--- config.mk ---
export PLATFORM = sky130hd
export DESIGN_NAME = pwm_capture_flat
export DESIGN_NICKNAME = d
export VERILOG_FILES = /design/src/rtl/pwm_capture_if.sv /design/src/rtl/pwm_capture.sv /design/src/flat_wrapper.sv
export SDC_FILE = /design/constraint.sdc
export NUM_CORES = 1
export LEC_CHECK = 0
export ABC_CLOCK_PERIOD_IN_PS = 2100
export CAP_MARGIN = 25
export CELL_PAD_IN_SITES_DETAIL_PLACEMENT = 1
export CELL_PAD_IN_SITES_GLOBAL_PLACEMENT = 2
export CORE_MARGIN = 4
export CORE_UTILIZATION = 30
export CTS_BUF_LIST = sky130_fd_sc_hd__clkbuf_4 sky130_fd_sc_hd__clkbuf_8
export DETAILED_ROUTE_END_ITERATION = 12
export PLACE_DENSITY_LB_ADDON = 0.1
export SYNTH_ARGS = -nofsm -noshare
export SYNTH_HDL_FRONTEND = slang
export SYNTH_SLANG_ARGS = --single-unit
--- constraint.sdc ---
create_clock -name i_clk -period 2.1 [get_ports i_clk]
set_clock_uncertainty 0.2 [all_clocks]
set_input_delay 0.21 -clock i_clk [delete_from_list [all_inputs] [get_ports i_clk]]
set_output_delay 0.21 -clock i_clk [all_outputs]
set_load 0.005 [all_outputs]
--- src/rtl/pwm_capture_if.sv ---
// Measurement bus of pwm_capture: enable and raw PWM in, committed
// period/high counts, commit strobe and stall status out.
interface pwm_capture_if #(
    parameter int unsigned CNT_W = 16
);
    logic             en;
    logic             pwm_in;
    logic [CNT_W-1:0] period_cnt;
    logic [CNT_W-1:0] high_cnt;
    logic             valid;
    logic             stuck;
    logic             level;

    modport master (
        output en, pwm_in,
        input  period_cnt, high_cnt, valid, stuck, level
    );

    modport slave (
        input  en, pwm_in,
        output period_cnt, high_cnt, valid, stuck, level
    );
endinterface

--- src/rtl/pwm_capture.sv ---
// Single-channel PWM capture: synchronises pwm_in, measures period and high
// time rise-to-rise in clk cycles, strobes each commit and flags a stalled input.
module pwm_capture #(
    parameter int unsigned CNT_W   = 16,
    parameter int unsigned TIMEOUT = 50000
) (
    input  logic         i_clk,
    input  logic         i_rst,
    pwm_capture_if.slave bus
);

    localparam logic [CNT_W-1:0] TIMEOUT_C = CNT_W'(TIMEOUT);
    localparam logic [CNT_W-1:0] ONE       = CNT_W'(1);
    localparam logic [CNT_W-1:0] ZERO      = '0;

    typedef enum logic {
        IDLE = 1'b0,
        RUN  = 1'b1
    } state_t;

    state_t           r_state;
    state_t           w_state_nxt;
    logic             r_s1;
    logic             r_s2;
    logic             r_s3;
    logic [CNT_W-1:0] r_p_acc;
    logic [CNT_W-1:0] w_p_acc_nxt;
    logic [CNT_W-1:0] r_h_acc;
    logic [CNT_W-1:0] w_h_acc_nxt;
    logic [CNT_W-1:0] r_period;
    logic [CNT_W-1:0] w_period_nxt;
    logic [CNT_W-1:0] r_high;
    logic [CNT_W-1:0] w_high_nxt;
    logic             r_valid;
    logic             w_valid_nxt;
    logic             r_stuck;
    logic             w_stuck_nxt;
    logic             r_level;
    logic             w_level_nxt;
    logic             w_rise;
    logic             w_timeout;

    assign w_rise    = r_s2 & ~r_s3;
    // A rise in the same cycle as the limit wins, so a TIMEOUT-long period still commits.
    assign w_timeout = (r_p_acc == TIMEOUT_C) & ~w_rise;

    // Synchroniser/history chain runs whenever out of reset, regardless of en.
    always_ff @(posedge i_clk) begin
        if (i_rst) begin
            r_s1     <= 1'b0;
            r_s2     <= 1'b0;
            r_s3     <= 1'b0;
            r_state  <= IDLE;
            r_p_acc  <= ZERO;
            r_h_acc  <= ZERO;
            r_period <= ZERO;
            r_high   <= ZERO;
            r_valid  <= 1'b0;
            r_stuck  <= 1'b0;
            r_level  <= 1'b0;
        end else begin
            r_s1     <= bus.pwm_in;
            r_s2     <= r_s1;
            r_s3     <= r_s2;
            r_state  <= w_state_nxt;
            r_p_acc  <= w_p_acc_nxt;
            r_h_acc  <= w_h_acc_nxt;
            r_period <= w_period_nxt;
            r_high   <= w_high_nxt;
            r_valid  <= w_valid_nxt;
            r_stuck  <= w_stuck_nxt;
            r_level  <= w_level_nxt;
        end
    end

    always_comb begin
        w_state_nxt  = r_state;
        w_p_acc_nxt  = r_p_acc;
        w_h_acc_nxt  = r_h_acc;
        w_period_nxt = r_period;
        w_high_nxt   = r_high;
        w_valid_nxt  = 1'b0;
        w_stuck_nxt  = r_stuck;
        w_level_nxt  = r_level;

        if (!bus.en) begin
            w_state_nxt = IDLE;
            w_p_acc_nxt = ZERO;
            w_h_acc_nxt = ZERO;
            w_stuck_nxt = 1'b0;
        end else if (w_rise) begin
            // Only a rise that closes a measured period commits; the edge cycle counts as high.
            if (r_state == RUN) begin
                w_period_nxt = r_p_acc;
                w_high_nxt   = r_h_acc;
                w_valid_nxt  = 1'b1;
            end
            w_state_nxt = RUN;
            w_p_acc_nxt = ONE;
            w_h_acc_nxt = ONE;
            w_stuck_nxt = 1'b0;
        end else if (w_timeout) begin
            w_state_nxt = IDLE;
            w_p_acc_nxt = ZERO;
            w_h_acc_nxt = ZERO;
            w_stuck_nxt = 1'b1;
            w_level_nxt = r_s2;
        end else if (r_stuck) begin
            w_p_acc_nxt = ZERO;
        end else if (r_state == IDLE) begin
            w_p_acc_nxt = r_p_acc + ONE;
            w_h_acc_nxt = ZERO;
        end else begin
            w_p_acc_nxt = r_p_acc + ONE;
            w_h_acc_nxt = r_h_acc + CNT_W'(r_s2);
        end
    end

    assign bus.period_cnt = r_period;
    assign bus.high_cnt   = r_high;
    assign bus.valid      = r_valid;
    assign bus.stuck      = r_stuck;
    assign bus.level      = r_level;

endmodule

--- src/flat_wrapper.sv ---
// flat-port wrapper written by rule: the top's interface ports become plain ports
module pwm_capture_flat 
#(
    parameter int unsigned CNT_W   = 16,
    parameter int unsigned TIMEOUT = 50000
)
  (i_clk, i_rst, bus_en, bus_pwm_in, bus_period_cnt, bus_high_cnt, bus_valid, bus_stuck, bus_level);
  pwm_capture_if #(.CNT_W(CNT_W)) bus_i ();
  input  logic i_clk;
  input  logic i_rst;
  input wire logic [$bits(bus_i.en)-1:0] bus_en;
  input wire logic [$bits(bus_i.pwm_in)-1:0] bus_pwm_in;
  output wire logic [$bits(bus_i.period_cnt)-1:0] bus_period_cnt;
  output wire logic [$bits(bus_i.high_cnt)-1:0] bus_high_cnt;
  output wire logic [$bits(bus_i.valid)-1:0] bus_valid;
  output wire logic [$bits(bus_i.stuck)-1:0] bus_stuck;
  output wire logic [$bits(bus_i.level)-1:0] bus_level;
  assign bus_i.en = bus_en;
  assign bus_i.pwm_in = bus_pwm_in;
  assign bus_period_cnt = bus_i.period_cnt;
  assign bus_high_cnt = bus_i.high_cnt;
  assign bus_valid = bus_i.valid;
  assign bus_stuck = bus_i.stuck;
  assign bus_level = bus_i.level;
  pwm_capture #(.CNT_W(CNT_W), .TIMEOUT(TIMEOUT)) u_core (.i_clk(i_clk), .i_rst(i_rst), .bus(bus_i));
endmodule
# After elaboration in Yosys (flattened, before gate mapping)
# Index checks and enable logic that the tools add are counted.
[classes]
n_bitwise = 5
n_eq_ne = 2
reduce_logical = 8
add_sub_neg = 2
n_mux = 10
[op_table]
columns = ["cell", "count"]
rows = [
  ["16-bit by 1-bit adder with 16-bit output", 1],
  ["16-bit by 1-bit adder with 16-bit output (second input constant)", 1],
  ["16-bit equality test (second input constant)", 1],
  ["16-bit 2-to-1 mux", 1],
  ["1-bit 2-to-1 mux", 9],
  ["3-bit AND reduction", 2],
  ["3-bit OR reduction", 2],
  ["5-bit OR reduction", 1],
  ["4-bit OR reduction", 1],
  ["3-bit != test (second input constant)", 1],
  ["1-bit inverter", 3],
  ["1-bit bitwise AND", 2],
  ["2-bit nonzero test", 1],
  ["2-bit OR reduction", 1],
]
[totals]
elab_cells = 40
register_bits = 71

# Longest topological paths before layout
[logic_depth]
word_depth = 6
depth_mapped = 8

# Least setup slack after synthesis
# OpenSTA, ideal clock, no wires.
[synth_timing]
path_kind = "register to register"
startpoint = "register u_core.r_p_acc[2]"
endpoint = "register u_core.r_h_acc[15]"
stages_incl_launch_ff = 7
synth_period_minus_slack_ns = 1.998
path_slack_ns = 0.102
path_buffers = 2
required_time_ns = 1.785
arrival_ns = 1.683
path_cell_list = "dfxtp_1 > or4_4 > nor4_4 > or3_1 > buf_6 > buf_8 > nor2_1"
[synth_between]
elab_chain_cells = 3
[synth_lines]
columns = ["item", "line_no", "source"]
rows = [
  ["from (decl)", "pwm_capture.sv:26", "logic [CNT_W-1:0] r_p_acc;"],
  ["from (signal assigned)", "pwm_capture.sv:66", "r_p_acc <= w_p_acc_nxt;"],
  ["16-bit equality test", "pwm_capture.sv:45", "assign w_timeout = (r_p_acc == TIMEOUT_C) & ~w_rise;"],
  ["1-bit bitwise AND", "pwm_capture.sv:45", ""],
  ["4-bit OR reduction (no source line)", "--", ""],
  ["to (signal assigned)", "pwm_capture.sv:67", "r_h_acc <= w_h_acc_nxt;"],
  ["to (decl)", "pwm_capture.sv:28", "logic [CNT_W-1:0] r_h_acc;"],
]
# No other way between the ends.
# A chain may end at the register's enable or synchronous reset.

# Worst setup path in the final report
[layout_timing]
startpoint = "register u_core.r_p_acc[10]"
endpoint = "register u_core.r_h_acc[6]"
# Same word-level chain as after synthesis.

==> results_dict.tcl <==
set metrics [dict create \
    postRouteAntennaNets 0 \
    cts_resized 0 \
    fin_ws_ps 149 \
    endpoint_kind "flop" \
    cp.arrival_ps 1980 \
    n_antenna_cell 0 \
    p_leak_nw 1.16 \
    die_x_um 106 \
    synth_most_common_cell "nand2_1" \
    synth_seq_area_share_pct 49.4 \
    wl_per_cell_um 13.6 \
    hold_buffers 0 \
    fin_crit_sh_pct 92.9 \
    worstHoldPathType "in2reg" \
    pwr_density_cell_mw_per_mm2 680 \
    start_util_pct 31.0 \
    yosys-top-cells-count "76 x nand2_1, 71 x dfxtp_1, 38 x nor2_1, 35 x a21oi_1, 22 x xnor2_1" \
    pre_cts_ws_ps 73.2 \
    clockRootBuffer "clkbuf_8" \
    cts_setup_buffers 0 \
    netlist_area_mm2 0.00288 \
    h-tree-depth 3 \
    status "completed" \
    syn_nets 351 \
    r2r_cells 5 \
    timing_hold_violations_final 0 \
    fillers 1146 \
    cts-buffers-inserted 9 \
    antenna_found_initial 0 \
    fmax_ghz 0.513 \
    vias 2405 \
    dieHeight_um 106 \
    crit_path_start_kind "flop" \
    core_mm2 0.00928 \
    tns_ps 0 \
    numPortBuffers 38 \
    yosys-top-cells-area "dfxtp_1 49%, nand2_1 9.9%, xnor2_1 6.7%, a21oi_1 6.1%, nor2_1 5.0%" \
    firstDrtPassIters 4 \
    fin_hold_ws_ps 247 \
    cts_buffer_depth 2 \
    via_per_inst 4.56 \
    finalMaxSlewViolations 0 \
    rrSetupSlack_ps 150 \
    setup_violations 0 \
    die_area_mm2 0.0112 \
    max_cap_viol_count 0 \
    final_cell_area_mm2 0.00368 \
    yosysUniqueCellTypes 35 \
    ys_ff_latch 71 \
    vdd_drop_max_mv 0.313 \
    worst_slew_pin_slew_ps 418 \
    async_reset_ff_share_pct 0 \
    clock_sinks 71 \
    ys.flop_type "dfxtp_1" \
    gp_congestion 0.743 \
    r2r-end "u_core.r_h_acc[6]" \
    clk_pin_slew_ps 80 \
    maxSlewHeadroom_pct 72.1 \
    num_rows 35 \
    critPathMaxFanout 15 \
    nets 401 \
    grt_pass1_vias 2480 \
    grt_pass1_wl_um 12500 \
    yosysTopAreaCellShare_pct 49.4 \
    worst_r2r_startpoint "u_core.r_p_acc[10]" \
    grt_setup_unrepaired "no" \
    synth-edff-count 0 \
    drt-initial-drc-count 32 \
    drive_gt1_share_pct 10.8 \
    grt_max_degree 38 \
    gr-total-overflow 0 \
    path_class "reg2reg" \
    yosys_warnings 0 \
    min_from "bus_pwm_in" \
    wl_um 7160 \
    period_needed_ps 1950 \
    synthCells 343 \
    min_path_cells 2 \
    hold_end "u_core.r_s1" \
    syn2layout_area_growth_pct 27.9 \
    cts_tree "built" \
    drc 0 \
    crit_required_ps 2130 \
    placed_area_mm2 0.00348 \
    clock_latency_ps 340 \
    yosys.area.top_type "dfxtp_1" \
    hpwlAfterDp_um 5010 \
    track_usage_pct 13.9 \
    avgSynthCellArea_um2 8.39 \
    pin_count 39 \
]
where the power goes:
part,internal [mW],switching [mW],total [mW]
Combinational,0.0210,0.0287,0.0496
Sequential,1.35,0.00476,1.35
Clock,0.575,0.525,1.10
Total,1.95,0.558,2.50
critical path, stage by stage (launching register included):
cell,delay [ps]
dfxtp_1,360
or4_4,540
nor4_4,330
or3_1,150
buf_4,200
nor2_1,70
stage by stage:
step | std cells | total power, mW | utilization, %
2_1_floorplan | 343 | 1.42 | -
3_3_place_gp | 511 | 1.44 | 37.5
3_5_place_dp | 511 | 1.44 | 37.5
4_1_cts | 527 | 2.57 | 39.6
5_1_grt | 527 | 2.62 | 39.6
6_report | 527 | 2.50 | 39.6
registers in the layout (all words and copies together) (netlist names):
name	cells
u_core.bus.level	1
u_core.r_h_acc	16
u_core.bus.period_cnt	16
u_core.r_s2	1
u_core.r_p_acc	16
u_core.r_state	1
u_core.bus.stuck	1
u_core.bus.valid	1
u_core.r_s3	1
u_core.bus.high_cnt	16
u_core.r_s1	1
how the worst max path moves through the flow:
stage | end | cells after the start | slack (ps) | start
detailed placement | u_core.r_p_acc[14] | 6 | 70 | i_rst
finish | u_core.r_h_acc[6] | 5 | 150 | u_core.r_p_acc[10]
global placement | u_core.r_h_acc[8] | 6 | 80 | i_rst
CTS | u_core.bus.level | 5 | 110 | u_core.r_p_acc[10]
floorplan | u_core.r_h_acc[15] | 6 | 100 | u_core.r_p_acc[2]
global route | u_core.r_h_acc[13] | 5 | 30 | u_core.r_p_acc[10]
area by class of cell:
type                    instances  area, µm²  share of cell area (%)
clock inverters                 6       60.1                    1.63
well taps                     129        161                    4.38
flip-flops and latches         71       1420                    38.6
multi-input cells             244       1320                    35.8
inverters                       7       26.3                   0.714
repair buffers                 60        558                    15.2
clock buffers                  10        138                    3.74
cell usage in the layout (no fill, tap or decap):
master,count
nand2_1,76
dfxtp_1,71
nor2_1,38
clkdlybuf4s50_1,38
a21oi_1,35
xnor2_1,22
buf_4,21
nand3_1,10
clkbuf_8,10
nor3_1,9
nand4_1,8
nor4_1,8
inv_1,7
nor2b_1,6
xor2_1,6
ha_1,4
nand2b_1,3
clkinv_2,3
or2_2,2
nand4b_1,2
or3_1,2
clkinvlp_4,2
and3_1,1
nand4_2,1
o31ai_1,1
or4_1,1
or4_4,1
nand3b_1,1
or4bb_1,1
nor4_4,1
o21ai_0,1
o31a_1,1
and3b_1,1
a31oi_1,1
and4b_1,1
bufinv_16,1
buf_12,1
per-layer routing:
| layer | routed length [µm] | share of wire (%) | GRT usage [%] | up-vias |
|---|---|---|---|---|
| met4 | 62 | 0.87 | 3.89 | 0 |
| met1 | 3270 | 46 | 16.8 | 1152 |
| met5 | 0 | 0 | 0 | - |
| met2 | 3660 | 51 | 24.1 | 20 |
| met3 | 170 | 2.4 | 3.95 | 4 |
| li1 | - | - | - | 1229 |
cell families (layout without fill, tap and decap cells):
| kind of cell | count (synthesis) | in the layout | synth area share, % |
|---|---|---|---|
| DFF | 71 | 71 | 49.4 |
| AOI/OAI and AO/OA | 39 | 39 | 7.04 |
| and+or+nand+nor | 173 | 173 | 28.4 |
| adders and majority gates | 4 | 4 | 1.74 |
| xor gates and xnor gates | 28 | 28 | 8.52 |
| buffers and inverters | 28 | 83 | 4.91 |
Power figures use the tool's default switching activity.
